### config.mk
export PLATFORM = sky130hd
export DESIGN_NAME = toggle_pulse_gen
export DESIGN_NICKNAME = d
export VERILOG_FILES = /design/src/rtl/toggle_pulse_gen.sv
export SDC_FILE = /design/constraint.sdc
export NUM_CORES = 1
export LEC_CHECK = 0
export BUFFER_PORTS_ARGS = -buffer_cell sky130_fd_sc_hd__buf_2
export CAP_MARGIN = 10
export CORE_MARGIN = 1
export CORE_UTILIZATION = 46
export DETAILED_ROUTE_END_ITERATION = 6
export HOLD_SLACK_MARGIN = 0.1
export PLACE_DENSITY_LB_ADDON = 0.1
export SKIP_CTS_REPAIR_TIMING = 1
export SLEW_MARGIN = 5
export SYNTH_ARGS = -nofsm -noshare
export SYNTH_HDL_FRONTEND = slang
export SYNTH_SLANG_ARGS = --single-unit
### constraint.sdc
create_clock -name clk -period 1.3 [get_ports clk]
set_input_delay 0 -clock clk [delete_from_list [all_inputs] [get_ports clk]]
set_output_delay 0 -clock clk [all_outputs]
set_load 0.03 [all_outputs]
### src/rtl/toggle_pulse_gen.sv
// Push-button conditioner: 2-flop sync, debounce FSM, one-pulse t_out for a TFF.
// Define TOGGLE_PULSE_GEN_AUTO_REPEAT_EN to emit repeat pulses while the button is held.
module toggle_pulse_gen #(
    parameter int DEBOUNCE_CYCLES = 4,
    parameter int REPEAT_DELAY    = 16,
    parameter int REPEAT_PERIOD   = 8,
    parameter int CNT_W           = 8
) (
    input  logic             clk,
    input  logic             rst,
    input  logic             btn_in,
    output logic             t_out,
    output logic             btn_stable,
    output logic [CNT_W-1:0] press_cnt
);
    localparam int DW = $clog2(DEBOUNCE_CYCLES);
    localparam logic [DW-1:0] DB_LAST = DW'(DEBOUNCE_CYCLES - 1);

    typedef enum logic [1:0] {
        IDLE,
        PRESS_WAIT,
        HELD,
        RELEASE_WAIT
    } state_e;

    state_e           state_q;
    logic             s1_q;
    logic             btn_s_q;
    logic [DW-1:0]    cnt_q;
    logic             t_q;
    logic             stable_q;
    logic [CNT_W-1:0] press_cnt_q;
    logic             rpt_fire;

`ifdef TOGGLE_PULSE_GEN_AUTO_REPEAT_EN
    localparam int RMAX = (REPEAT_DELAY > REPEAT_PERIOD) ? REPEAT_DELAY : REPEAT_PERIOD;
    localparam int RW   = $clog2(RMAX);

    logic [RW-1:0] rpt_q;
    logic          rpt_first_q;
    logic [RW-1:0] rpt_last;

    // First repeat waits the long delay, later ones use the shorter period.
    assign rpt_last = rpt_first_q ? RW'(REPEAT_DELAY - 1) : RW'(REPEAT_PERIOD - 1);
    assign rpt_fire = (state_q == HELD) && btn_s_q && (rpt_q == rpt_last);

    always_ff @(posedge clk or posedge rst) begin
        if (rst) begin
            rpt_q       <= '0;
            rpt_first_q <= 1'b1;
        end else if (state_q != HELD || !btn_s_q) begin
            rpt_q       <= '0;
            rpt_first_q <= 1'b1;
        end else if (rpt_fire) begin
            rpt_q       <= '0;
            rpt_first_q <= 1'b0;
        end else begin
            rpt_q <= rpt_q + 1'b1;
        end
    end
`else
    assign rpt_fire = 1'b0;
`endif

    always_ff @(posedge clk or posedge rst) begin
        if (rst) begin
            s1_q        <= 1'b0;
            btn_s_q     <= 1'b0;
            state_q     <= IDLE;
            cnt_q       <= '0;
            t_q         <= 1'b0;
            stable_q    <= 1'b0;
            press_cnt_q <= '0;
        end else begin
            s1_q    <= btn_in;
            btn_s_q <= s1_q;
            t_q     <= 1'b0;
            unique case (state_q)
                IDLE: begin
                    if (btn_s_q) begin
                        state_q <= PRESS_WAIT;
                        cnt_q   <= '0;
                    end
                end
                PRESS_WAIT: begin
                    if (!btn_s_q) begin
                        state_q <= IDLE;
                    end else if (cnt_q == DB_LAST) begin
                        state_q     <= HELD;
                        t_q         <= 1'b1;
                        stable_q    <= 1'b1;
                        press_cnt_q <= press_cnt_q + 1'b1;
                    end else begin
                        cnt_q <= cnt_q + 1'b1;
                    end
                end
                HELD: begin
                    if (!btn_s_q) begin
                        state_q <= RELEASE_WAIT;
                        cnt_q   <= '0;
                    end else if (rpt_fire) begin
                        t_q         <= 1'b1;
                        press_cnt_q <= press_cnt_q + 1'b1;
                    end
                end
                RELEASE_WAIT: begin
                    if (btn_s_q) begin
                        state_q <= HELD;
                    end else if (cnt_q == DB_LAST) begin
                        state_q  <= IDLE;
                        stable_q <= 1'b0;
                    end else begin
                        cnt_q <= cnt_q + 1'b1;
                    end
                end
                default: state_q <= IDLE;
            endcase
        end
    end

    assign t_out      = t_q;
    assign btn_stable = stable_q;
    assign press_cnt  = press_cnt_q;

endmodule

* After elaboration in Yosys (flattened, before gate mapping)
Index checks and enable logic that the tools add are counted.
** Storage, ports and cells
- Bits of input ports :: 3
- Register bits :: 16
- Output and inout bits :: 10
- Word-level logic and storage cells :: 48
** Operators by class
- Reduce and logical (&&, ||, !) cells :: 6
- $add $sub $neg :: 2
- Equality and inequality tests :: 12
- Muxes and demuxes :: 21
** Operators by type and width (number)
- 2-to-1 mux 2 bit :: 11
- case mux 2 bit (4 select lines) :: 2
- != test 2 bit (second input constant) :: 6
- adder 8 x 1 -> 8 bit (second input constant) :: 1
- AND reduction 4 bit :: 2
- 2-to-1 mux 1 bit :: 7
- == test 2 bit (second input constant) :: 3
- != test 3 bit (second input constant) :: 2
- AND reduction 5 bit :: 1
- AND reduction 3 bit :: 1
- adder 2 x 1 -> 2 bit (second input constant) :: 1
- == test 2 x 1 -> 1 bit (second input constant) :: 1
- zero test 2 bit :: 1
- case mux 1 bit (2 select lines) :: 1
- nonzero test 2 bit :: 1

* Longest topological paths before layout
Gate-level depths: netlist (run 1).
- Depth in word-level cells :: 4
- Mapped depth :: 5
- Depth with buffers taken out :: 5

* Worst setup path after synthesis (run 1)
Ideal clock, no wire load.
- Kind :: register to register
- Start point :: register cnt_q[0]
- End point :: register press_cnt_q[7] (netlist: press_cnt[7])
- Slack :: 24 ps
- Data required time :: 1220 ps
- Stages on the path, launching flop included :: 5
- Buffers on the path :: 0
- Arrival :: 1196 ps
- Setup time :: 80 ps
- Period minus slack after synthesis :: 1276 ps
- Cell sequence :: dfrtp_1 -> ha_1 -> nand4b_4 -> nor4_4 -> xor2_1
** Between the ends
- Word-level cells in the longest chain between the ends :: 2
** RTL lines
- start: declaration :: line 29 : logic [DW-1:0] cnt_q;
- start signal: assignment :: line 94 : cnt_q <= cnt_q + 1'b1;
- start signal: assignment :: line 113 : cnt_q <= cnt_q + 1'b1;
- == test 2 bit :: line 88 : end else if (cnt_q == DB_LAST) begin
- AND reduction 3 bit (no source line)
- end signal: assignment :: line 92 : press_cnt_q <= press_cnt_q + 1'b1;
- end signal: assignment :: line 103 : press_cnt_q <= press_cnt_q + 1'b1;
- end: declaration :: line 32 : logic [CNT_W-1:0] press_cnt_q;
Every way passes these cells.
A chain may end at the register's enable or synchronous reset.

==> run summary, run 1 <==
Hold Fails Final Rpt -> 0
Final WS setup -> 0.03047 ns
Required @ worst endpoint -> 1.48 ns
RR Startpoint -> cnt_q[0]
Routed WL -> 1.159 mm
Die width -> 40.57 µm
Skew-Pair Late Insertion Delay -> 0.29 ns
Input/output buffers -> 12
Final period util -> 97.66%
Dpl ws -> -0.006375 ns
Synth Register Bits -> 16
Post-Syn Nets -> 59
Largest net degree at the start of global routing -> 17
# IOs -> 13
CTS Buf Count -> 3
FP Rows -> 13
Layout area overhead -> 31.44%
Fin crit period -> 1.270 ns
# setup viols final -> 0
DR vias -> 462
Number of global-route vias before repair -> 396
RSZ-0062 raised after global routing -> yes
Least-Margin Pin Slew -> 0.5813 ns
Maxcap violations -> 0
Share of layout cells above drive strength 1 -> 42.86%
First-pass GRT wire length -> 1.662 mm
Worst Setup End Kind -> flop
Via density -> 5.022
Critical path peak fanout -> 2
CTS Buffer Depth -> 2
DR WL/cell -> 12.60 µm
CP arrival -> 1.45 ns
Status -> finished clean
DR pass1 iterations -> 2
Seq/Total Area, Yosys -> 58.50%
Antenna violations before repair -> 0
Synthesized area per cell -> 12.91 µm²
Die area -> 0.001646 mm²
CTS Root Cell -> clkbuf_4
Commonest non-fill, non-tap cell in the layout -> dfrtp_1
Pwr Density -> 1565 mW/mm²
Total grt overflow -> 0
Setup_tns -> 0 ns
Max_slew headroom -> 61.20%
Depth of the worst register-to-register path -> 4
Die Ht -> 40.57 µm
Antenna viol nets, final -> 0
CP Launch Type -> flop
Most frequent cells in the layout -> 16 x dfrtp_1, 12 x buf_2, 6 x nand2_1, 6 x buf_4, 4 x xor2_1
Ys Warns -> 0
Clk slew on worst S/H paths -> 0.09 ns
Mapped cell area -> 684.4 µm²
Netlist cell types -> 19
Total core area -> 0.001350 mm²
Antenna diodes -> 0
Flop2flop setup slack -> 0.03 ns
Worst hold path class -> primary input to asynchronous set/reset pin
Gate Count Post-Synth -> 53
Clock skew -> 0.004941 ns
LEAKAGE -> 0.4953 nW
Max Clk Rate -> 0.7877 GHz
Gr usage total -> 17.00%
Initial DRC Count -> 1
Critical path class -> flop to flop
Dpl hpwl -> 796.1 µm
H-tree depth -> 1
Maximum VDD drop -> 0.9628 mV
Gpl congestion -> 0.6807
Clock Sinks -> 16
# DRC -> 0
CTS tree -> done
Slew Viols, Final -> 0
Initial core utilization -> 50.70%
Final Net Count -> 84
## power breakdown
group	leakage, nW	switching (mW)	total, mW	internal, mW
logic	0.268	0.173	0.386	0.213
clock network	0.0210	0.159	0.330	0.171
registers	0.206	0.112	0.692	0.579
## through the flow
step	instance area, µm²	hold slack (ns)	instances	utilization, %	power [mW]
3_5_place_dp	808.3	0.09418	86	59.87	1.035
6_report	899.6	0.2991	92	66.64	1.407
3_3_place_gp	808.3	0.09892	86	59.87	1.026
5_1_grt	899.6	0.3297	92	66.64	1.506
4_1_cts	844.6	-0.2284	90	62.56	1.364
2_1_floorplan	684.4	-0.08626	53	-	0.9108
## logic make-up (layout without fill, tap and decap cells)
kind of cell               after synthesis  in the layout  share of synthesized area [%]
and+or+nand+nor                         16             16                          15.91
buffers and inverters                    2             26                          1.097
xor gates and xnor gates                 8              8                          10.24
AOI/OAI and AO/OA                        6              6                          5.485
muxes                                    2              2                          3.290
DFF                                     16             16                          58.50
adders and majority gates                3              3                          5.485
## how the worst max path moves through the flow
| stage | from | to | slack [ns] | cells after the start |
|---|---|---|---|---|
| after CTS | cnt_q[1] | press_cnt[7] | -0.03 | 4 |
| after global routing | cnt_q[0] | flop | -0.02 | 4 |
| after global placement | cnt_q[1] | press_cnt[6] | 0.03 | 4 |
| final | cnt_q[0] | flop | 0.03 | 4 |
| after floorplan | cnt_q[0] | press_cnt[7] | 0.02 | 4 |
| after detailed placement | cnt_q[1] | press_cnt[7] | -0.006 | 4 |
## synthesized netlist by cell type
library cell	count	area [µm²]
a21o_1	1	7.510
a21oi_1	1	5.000
a22o_1	1	8.760
a31oi_1	1	6.260
dfrtp_1	16	400.4
ha_1	3	37.54
inv_1	2	7.510
mux2_2	2	22.52
nand2_1	7	26.28
nand3_1	2	10.01
nand4_1	1	6.260
nand4b_4	1	23.77
nor2_1	1	3.750
nor3_1	2	10.01
nor3b_1	1	7.510
nor4_4	1	21.27
o21ai_0	2	10.01
xnor2_1	4	35.03
xor2_1	4	35.03
## flip-flops by register name, summed over array words and instances (netlist names), named ones only
name	count
btn_stable	1
s1_q	1
cnt_q	2
t_out	1
state_q	1
press_cnt	8
btn_s_q	1
## critical path, stage by stage, from the launching register on
cell and delay (ns):
dfrtp_1 0.43, buf_4 0.16, ha_2 0.18, nand2_2 0.07, mux2_2 0.33
## cell type report
| cell class | count | area (µm²) |
|---|---|---|
| fillers | 113 | 450.4 |
| repair buffers | 20 | 125.1 |
| flip-flops and latches | 16 | 400.4 |
| well taps | 15 | 18.77 |
| clock buffers | 4 | 36.28 |
| inverters | 2 | 7.507 |
| multi-input cells | 35 | 311.5 |
## layer usage
layer / global-route usage (%) / part of all wire, % / vias up
met4: 10.00 / 2.2 / 0
met5: 0 / 0 / -
met2: 23.81 / 48 / 9
met3: 10.00 / 4.3 / 5
met1: 19.79 / 45 / 217
li1: - / - / 231
Power figures use the tool's default switching activity.
==> run 2, diff against run 1 <==
--- a/config.mk
+++ b/config.mk
@@ -5,10 +5,11 @@
 export SDC_FILE = /design/constraint.sdc
 export NUM_CORES = 1
 export LEC_CHECK = 0
+export ABC_AREA = 1
 export BUFFER_PORTS_ARGS = -buffer_cell sky130_fd_sc_hd__buf_2
 export CAP_MARGIN = 10
 export CORE_MARGIN = 1
-export CORE_UTILIZATION = 46
+export CORE_UTILIZATION = 47
 export DETAILED_ROUTE_END_ITERATION = 6
 export HOLD_SLACK_MARGIN = 0.1
 export PLACE_DENSITY_LB_ADDON = 0.1
@@ -17,3 +18,4 @@
 export SYNTH_ARGS = -nofsm -noshare
 export SYNTH_HDL_FRONTEND = slang
 export SYNTH_SLANG_ARGS = --single-unit
+export TNS_END_PERCENT = 20
==> run 2 against run 1 <==
Against the previous run:
- setup slack improved by 0.053 ns
- via count rose by 26%
- clock power rose by 1%
- total power rose by 2.5%
- core utilization fell by 5.2 points
- critical path depth rose by 2
- synthesized area rose by 12%
- first-iteration DRC count rose to 8.0 times the previous value
- sequential share of layout area fell by 1.3 points
- worst hold slack improved by 0.0034 ns
- sequential cell count did not move
- largest cell class unchanged
- highest routed layer unchanged
==> run summary, run 2 <==
Dpl ws -> 0.07031 ns (was -0.006375 ns)
Most instantiated cells after synthesis -> 30 x nand2_1, 16 x dfrtp_1, 12 x inv_1, 8 x nor2_1, 6 x o21ai_0 (was 16 x dfrtp_1, 7 x nand2_1, 4 x xnor2_1, 4 x xor2_1, 3 x ha_1)
Seq/Total Area, Yosys -> 52.20% (was 58.50%)
Fin crit period -> 1.217 ns (was 1.270 ns)
RSZ-0062 raised after global routing -> yes (unchanged)
DR WL/cell -> 10.54 µm (was 12.60 µm)
Max_slew headroom -> 60.46% (was 61.20%)
Pwr Density -> 1558 mW/mm² (was 1565 mW/mm²)
Final Net Count -> 116 (was 84)
Mapped cell area -> 767.0 µm² (was 684.4 µm²)
Top FF cell, synth -> dfrtp_1 (unchanged)
EDFF count, synth -> 0 (unchanged)
Required @ worst endpoint -> 1.48 ns (about the same)
Die area -> 0.001797 mm² (was 0.001646 mm²)
Final WS setup -> 0.08331 ns (was 0.03047 ns)
Pwr Total -> 1.443 mW (was 1.407 mW)
Slew Viols, Final -> 0 (unchanged)
Total core area -> 0.001506 mm² (was 0.001350 mm²)
Maxcap violations -> 0 (unchanged)
Post-route cell area -> 925.9 µm² (was 899.6 µm²)
CTS tree -> done (unchanged)
Gate Count Post-Synth -> 88 (was 53)
CTS Buffer Depth -> 2 (unchanged)
Via density -> 4.648 (was 5.022)
Skew-Pair Late Insertion Delay -> 0.29 ns (about the same)
# setup viols final -> 0 (unchanged)
Status -> finished clean (unchanged)
Post-Syn Nets -> 94 (was 59)
CTS Buf Count -> 3 (unchanged)
Largest area contributor in the netlist -> dfrtp_1 (unchanged)
Worst hold path class -> primary input to asynchronous set/reset pin (unchanged)
Most frequent cells in the layout -> 30 x nand2_1, 16 x dfrtp_1, 12 x inv_1, 12 x buf_2, 8 x nor2_1 (was 16 x dfrtp_1, 12 x buf_2, 6 x nand2_1, 6 x buf_4, 4 x xor2_1)
Gpl congestion -> 0.7684 (was 0.6807)
Antenna violations before repair -> 0 (unchanged)
Input/output buffers -> 12 (unchanged)
Worst Setup End Kind -> flop (unchanged)
Initial DRC Count -> 8 (was 1)
FP Rows -> 14 (was 13)
Clock Sinks -> 16 (unchanged)
DR pass1 iterations -> 5 (was 2)
CP bufs+invs -> 0 (was 1)
Antenna diodes -> 0 (unchanged)
Max Clk Rate -> 0.8219 GHz (was 0.7877 GHz)
Fill count -> 129 (was 113)
Synth Register Bits -> 16 (unchanged)
H-tree depth -> 1 (unchanged)
Largest net degree at the start of global routing -> 17 (unchanged)
CP arrival -> 1.40 ns (was 1.45 ns)
LEAKAGE -> 0.5253 nW (was 0.4953 nW)
Gr usage total -> 17.30% (was 17.00%)
Multi-input logic area -> 321.6 µm² (was 311.5 µm²)
Hold Fails Final Rpt -> 0 (unchanged)
Commonest non-fill, non-tap cell in the layout -> nand2_1 (was dfrtp_1)
Synth top area cells -> dfrtp_1 52%, nand2_1 15%, inv_1 5.9%, ha_1 4.9%, o21ai_0 3.9% (was dfrtp_1 59%, ha_1 5.5%, xnor2_1 5.1%, xor2_1 5.1%, nand2_1 3.8%)
Non-Filler Instances -> 125 (was 92)
Largest register FFs -> 8 (unchanged)
Layout area overhead -> 20.72% (was 31.44%)
Initial core utilization -> 50.91% (was 50.70%)
DR vias -> 581 (was 462)
Ys Warns -> 0 (unchanged)
Share of Yosys cell area claimed by the top area cell type -> 52.20% (was 58.50%)
Least-Margin Pin Slew -> 0.5924 ns (was 0.5813 ns)
Count leader, synth -> nand2_1 (was dfrtp_1)
Crit path max-delay cell type -> dfrtp_1 (unchanged)
CP Launch Type -> flop (unchanged)
Setup_tns -> 0 ns (unchanged)
Flip-flop and latch area -> 400.4 µm² (unchanged)
Maximum VDD drop -> 1.087 mV (was 0.9628 mV)
CP max stage delay -> 0.40 ns (was 0.43 ns)
Die width -> 42.40 µm (was 40.57 µm)
Antenna viol nets, final -> 0 (unchanged)
Cell Chain, Critical Path -> ha_1 -> nand2_2 -> nor2_8 -> nand2_4 -> o21ai_1 -> nand2_1 (was buf_4 -> ha_2 -> nand2_2 -> mux2_2)
Die Ht -> 42.40 µm (was 40.57 µm)
Clock skew -> 0.002214 ns (was 0.004941 ns)
Crit path max-delay family -> simple AND/OR/NAND/NOR gates (was flip-flops)
Share of layout cells above drive strength 1 -> 22.94% (was 42.86%)
Routed WL -> 1.318 mm (was 1.159 mm)
# DRC -> 0 (unchanged)
Total grt overflow -> 0 (unchanged)
Dpl hpwl -> 944.3 µm (was 796.1 µm)
Placed Cells incl. Taps -> 117 (was 86)
Critical path class -> flop to flop (unchanged)
Final Util -> 61.46% (was 66.64%)
Number of global-route vias before repair -> 535 (was 396)
Netlist cell types -> 16 (was 19)
# IOs -> 13 (unchanged)
Critical path peak fanout -> 9 (was 2)
CTS Root Cell -> clkbuf_4 (unchanged)
First-pass GRT wire length -> 2.263 mm (was 1.662 mm)
Synthesized area per cell -> 8.716 µm² (was 12.91 µm²)
Hold WS -> 0.3025 ns (was 0.2991 ns)
Placed Area -> 854.6 µm² (was 808.3 µm²)
Final period util -> 93.59% (was 97.66%)
Post-synth ARST share -> 100.0% (unchanged)
Clk slew on worst S/H paths -> 0.10 ns (was 0.09 ns)
-- run 2: layout make-up --
cell class,instances,share of cell area (%)
flip-flops and latches,16,43.24
multi-input cells,60,34.73
repair buffers,17,11.08
inverters,12,4.865
clock buffers,4,3.919
well taps,16,2.162
-- run 2: routing by layer --
layer | up-vias | track usage, % | wire length, µm
met1 | 257 | 24.09 | 660
met4 | 0 | 11.25 | 25
li1 | 308 | - | -
met5 | - | 0 | 0
met2 | 12 | 24.62 | 591
met3 | 4 | 3.017 | 41
-- run 2: worst paths after layout --
path,startpoint,endpoint,slack [ns],cells after the start
max in group asynchronous,rst,press_cnt[4],0.61,3
setup reg to reg,cnt_q[0],press_cnt[5],0.08,6
min in group clk,btn_in,s1_q,0.35,2
hold / removal,rst,cnt_q[0],0.30,3
hold reg to reg,s1_q,btn_s_q,0.38,0
setup / recovery,cnt_q[0],press_cnt[5],0.08,6
-- run 2: worst reg2reg max path, delay by kind of cell, from the launching register on --
family | cells | cell delay, ns
adders and majority gates | 1 | 0.18
and+or+nand+nor | 4 | 0.42
AOI/OAI and AO/OA | 1 | 0.12
DFF | 1 | 0.40
-- run 2: power breakdown --
part / switching, mW / leakage [nW] / internal (mW) / total [mW]
Clock: 0.163 / 0.0210 / 0.171 / 0.334
Combinational: 0.264 / 0.293 / 0.158 / 0.422
Sequential: 0.0920 / 0.212 / 0.595 / 0.687
Total: 0.520 / 0.525 / 0.923 / 1.44
-- run 2: cells by family after synthesis --
kind of cell,synth area share [%]
and+or+nand+nor,28.39
DFF,52.20
buffers and inverters,5.872
AOI/OAI and AO/OA,5.219
xor gates and xnor gates,3.426
adders and majority gates,4.894
==> run 3, diff against run 2 <==
--- a/config.mk
+++ b/config.mk
@@ -9,7 +9,8 @@
 export BUFFER_PORTS_ARGS = -buffer_cell sky130_fd_sc_hd__buf_2
 export CAP_MARGIN = 10
 export CORE_MARGIN = 1
-export CORE_UTILIZATION = 47
+export CORE_UTILIZATION = 50
+export CTS_BUF_LIST = sky130_fd_sc_hd__clkbuf_8
 export DETAILED_ROUTE_END_ITERATION = 6
 export HOLD_SLACK_MARGIN = 0.1
 export PLACE_DENSITY_LB_ADDON = 0.1
==> run 3 against run 2 <==
Against the previous run:
- clock power rose by 28%
- non-clock buffer count fell by 3
- highest routed layer unchanged
- critical endpoint unchanged
- largest power group unchanged
- sequential cell count did not move
==> run summary, run 3 (same netlist as run 2, synthesis figures left out) <==
First-pass GRT wire length -> 1.752 mm (was 2.263 mm)
FP Rows -> 13 (was 14)
DR WL/cell -> 9.603 µm (was 10.54 µm)
CP Launch Type -> flop (unchanged)
# DRC -> 0 (unchanged)
Dpl ws -> 0.06849 ns (was 0.07031 ns)
Clock Sinks -> 16 (unchanged)
Combinational power share -> 24.8% (was 29.2%)
Die Ht -> 41.17 µm (was 42.40 µm)
Final WS setup -> 0.1017 ns (was 0.08331 ns)
Clock share of power -> 28.9% (was 23.2%)
Worst hold path class -> flop to flop (was primary input to asynchronous set/reset pin)
Critical path peak fanout -> 9 (unchanged)
Total core area -> 0.001366 mm² (was 0.001506 mm²)
Fin crit period -> 1.198 ns (was 1.217 ns)
Skew-Pair Late Insertion Delay -> 0.24 ns (was 0.29 ns)
Maximum VDD drop -> 1.279 mV (was 1.087 mV)
Via density -> 4.669 (was 4.648)
CTS tree -> done (unchanged)
Clock skew -> 0.005463 ns (was 0.002214 ns)
Antenna violations before repair -> 0 (unchanged)
Hold Fails Final Rpt -> 0 (unchanged)
CP arrival -> 1.33 ns (was 1.40 ns)
CTS Buffer Depth -> 2 (unchanged)
DR pass1 iterations -> 3 (was 5)
Net Sw Power -> 0.4921 mW (was 0.5197 mW)
Input/output buffers -> 12 (unchanged)
Gpl congestion -> 0.7062 (was 0.7684)
Dpl hpwl -> 902.6 µm (was 944.3 µm)
CTS Buf Count -> 3 (unchanged)
Internal power -> 0.9874 mW (was 0.9229 mW)
RSZ-0062 raised after global routing -> yes (unchanged)
Worst Setup End Kind -> flop (unchanged)
Final period util -> 92.18% (was 93.59%)
Routed WL -> 1.162 mm (was 1.318 mm)
# setup viols final -> 0 (unchanged)
CTS Root Cell -> clkbuf_8 (was clkbuf_4)
Least-Margin Pin Slew -> 0.5871 ns (was 0.5924 ns)
Initial DRC Count -> 2 (was 8)
Commonest non-fill, non-tap cell in the layout -> nand2_1 (unchanged)
Antenna diodes -> 0 (unchanged)
Pwr Total -> 1.479 mW (was 1.443 mW)
LEAKAGE -> 0.5175 nW (was 0.5253 nW)
Required @ worst endpoint -> 1.44 ns (was 1.48 ns)
Slew Viols, Final -> 0 (unchanged)
Clk slew on worst S/H paths -> 0.06 ns (was 0.10 ns)
Total grt overflow -> 0 (unchanged)
Largest register FFs -> 8 (unchanged)
DR vias -> 565 (was 581)
Critical path class -> flop to flop (unchanged)
Max Clk Rate -> 0.8345 GHz (was 0.8219 GHz)
Largest net degree at the start of global routing -> 17 (unchanged)
Number of global-route vias before repair -> 433 (was 535)
Final Net Count -> 113 (was 116)
Most frequent cells in the layout -> 30 x nand2_1, 16 x dfrtp_1, 12 x inv_1, 12 x buf_2, 8 x nor2_1 (unchanged)
H-tree depth -> 1 (unchanged)
Share of layout cells above drive strength 1 -> 20.75% (was 22.94%)
Pwr Density -> 1607 mW/mm² (was 1558 mW/mm²)
Initial core utilization -> 56.14% (was 50.91%)
Reg power frac -> 46.4% (was 47.6%)
Die width -> 41.17 µm (was 42.40 µm)
Layout area overhead -> 20.07% (was 20.72%)
Gr usage total -> 16.78% (was 17.30%)
Maxcap violations -> 0 (unchanged)
Switching share of power -> 33.26% (was 36.03%)
# IOs -> 13 (unchanged)
Status -> finished clean (unchanged)
Max_slew headroom -> 60.82% (was 60.46%)
Die area -> 0.001695 mm² (was 0.001797 mm²)
Antenna viol nets, final -> 0 (unchanged)
[run 3: changes by cell type in the layout (fill, tap and decap cells not counted)]
cell	before	now
clkbuf_8	1	4
clkbuf_4	3	0
buf_4	3	0
o21ai_0	4	5
o21ai_1	3	2
[run 3: final timing paths]
kind | depth (start not counted) | slack (ns) | start | to
setup / recovery | 6 | 0.10 | cnt_q[0] | press_cnt[5]
hold / removal | 0 | 0.35 | s1_q | btn_s_q
setup reg to reg | 6 | 0.10 | cnt_q[0] | press_cnt[5]
hold reg to reg | 0 | 0.35 | s1_q | btn_s_q
max in group asynchronous | 3 | 0.55 | rst | asynchronous set/reset pin
min in group asynchronous | 3 | 0.36 | rst | press_cnt[4]
[run 3: worst max-delay path, stage by stage, from the launching register on]
cell and delay [ns]:
dfrtp_1 0.39, ha_1 0.17, nand2_2 0.10, nor2_8 0.18, nand2_4 0.08, o21ai_1 0.13, nand2_1 0.06
[run 3: layout make-up]
type	instances	area [µm²]
timing repair buffer	14	80.08
multi-input combinational	60	321.6
fill	115	445.4
tap	15	18.77
inverter	12	45.04
clock buffer	4	55.05
sequential	16	400.4
[run 3: routing by layer]
metal | GRT usage (%) | wire (µm) | up-vias | share of wire, %
met5 | 0 | 0 | - | 0
met4 | 9.677 | 11 | 0 | 0.95
met3 | 4.891 | 36 | 2 | 3.1
met2 | 23.44 | 510 | 11 | 44
met1 | 22.79 | 603 | 251 | 52
li1 | - | - | 301 | -
[run 3: per-stage QoR]
stage / util [%] / setup TNS (ns) / instance area [µm²] / cells / hold WS [ns]
6_report: 67.40 / 0 / 920.9 / 121 / 0.3503
5_1_grt: 67.40 / -0.007762 / 920.9 / 121 / 0.3590
4_1_cts: 65.93 / 0 / 900.9 / 119 / -0.1748
3_5_place_dp: 61.90 / 0 / 845.8 / 115 / 0.08951
3_3_place_gp: 61.90 / 0 / 845.8 / 115 / 0.09258
2_1_floorplan: - / 0 / 767.0 / 88 / -0.08626
[run 3: power by group through the flow]
| stage | combinational, mW | sequential [mW] | clock [mW] |
|---|---|---|---|
| finish | 0.366 | 0.686 | 0.427 |
| global route | 0.425 | 0.706 | 0.458 |
| CTS | 0.364 | 0.689 | 0.438 |
| detailed placement | 0.361 | 0.698 | 0 |
| global placement | 0.356 | 0.690 | 0 |
| floorplan | 0.199 | 0.764 | 0 |
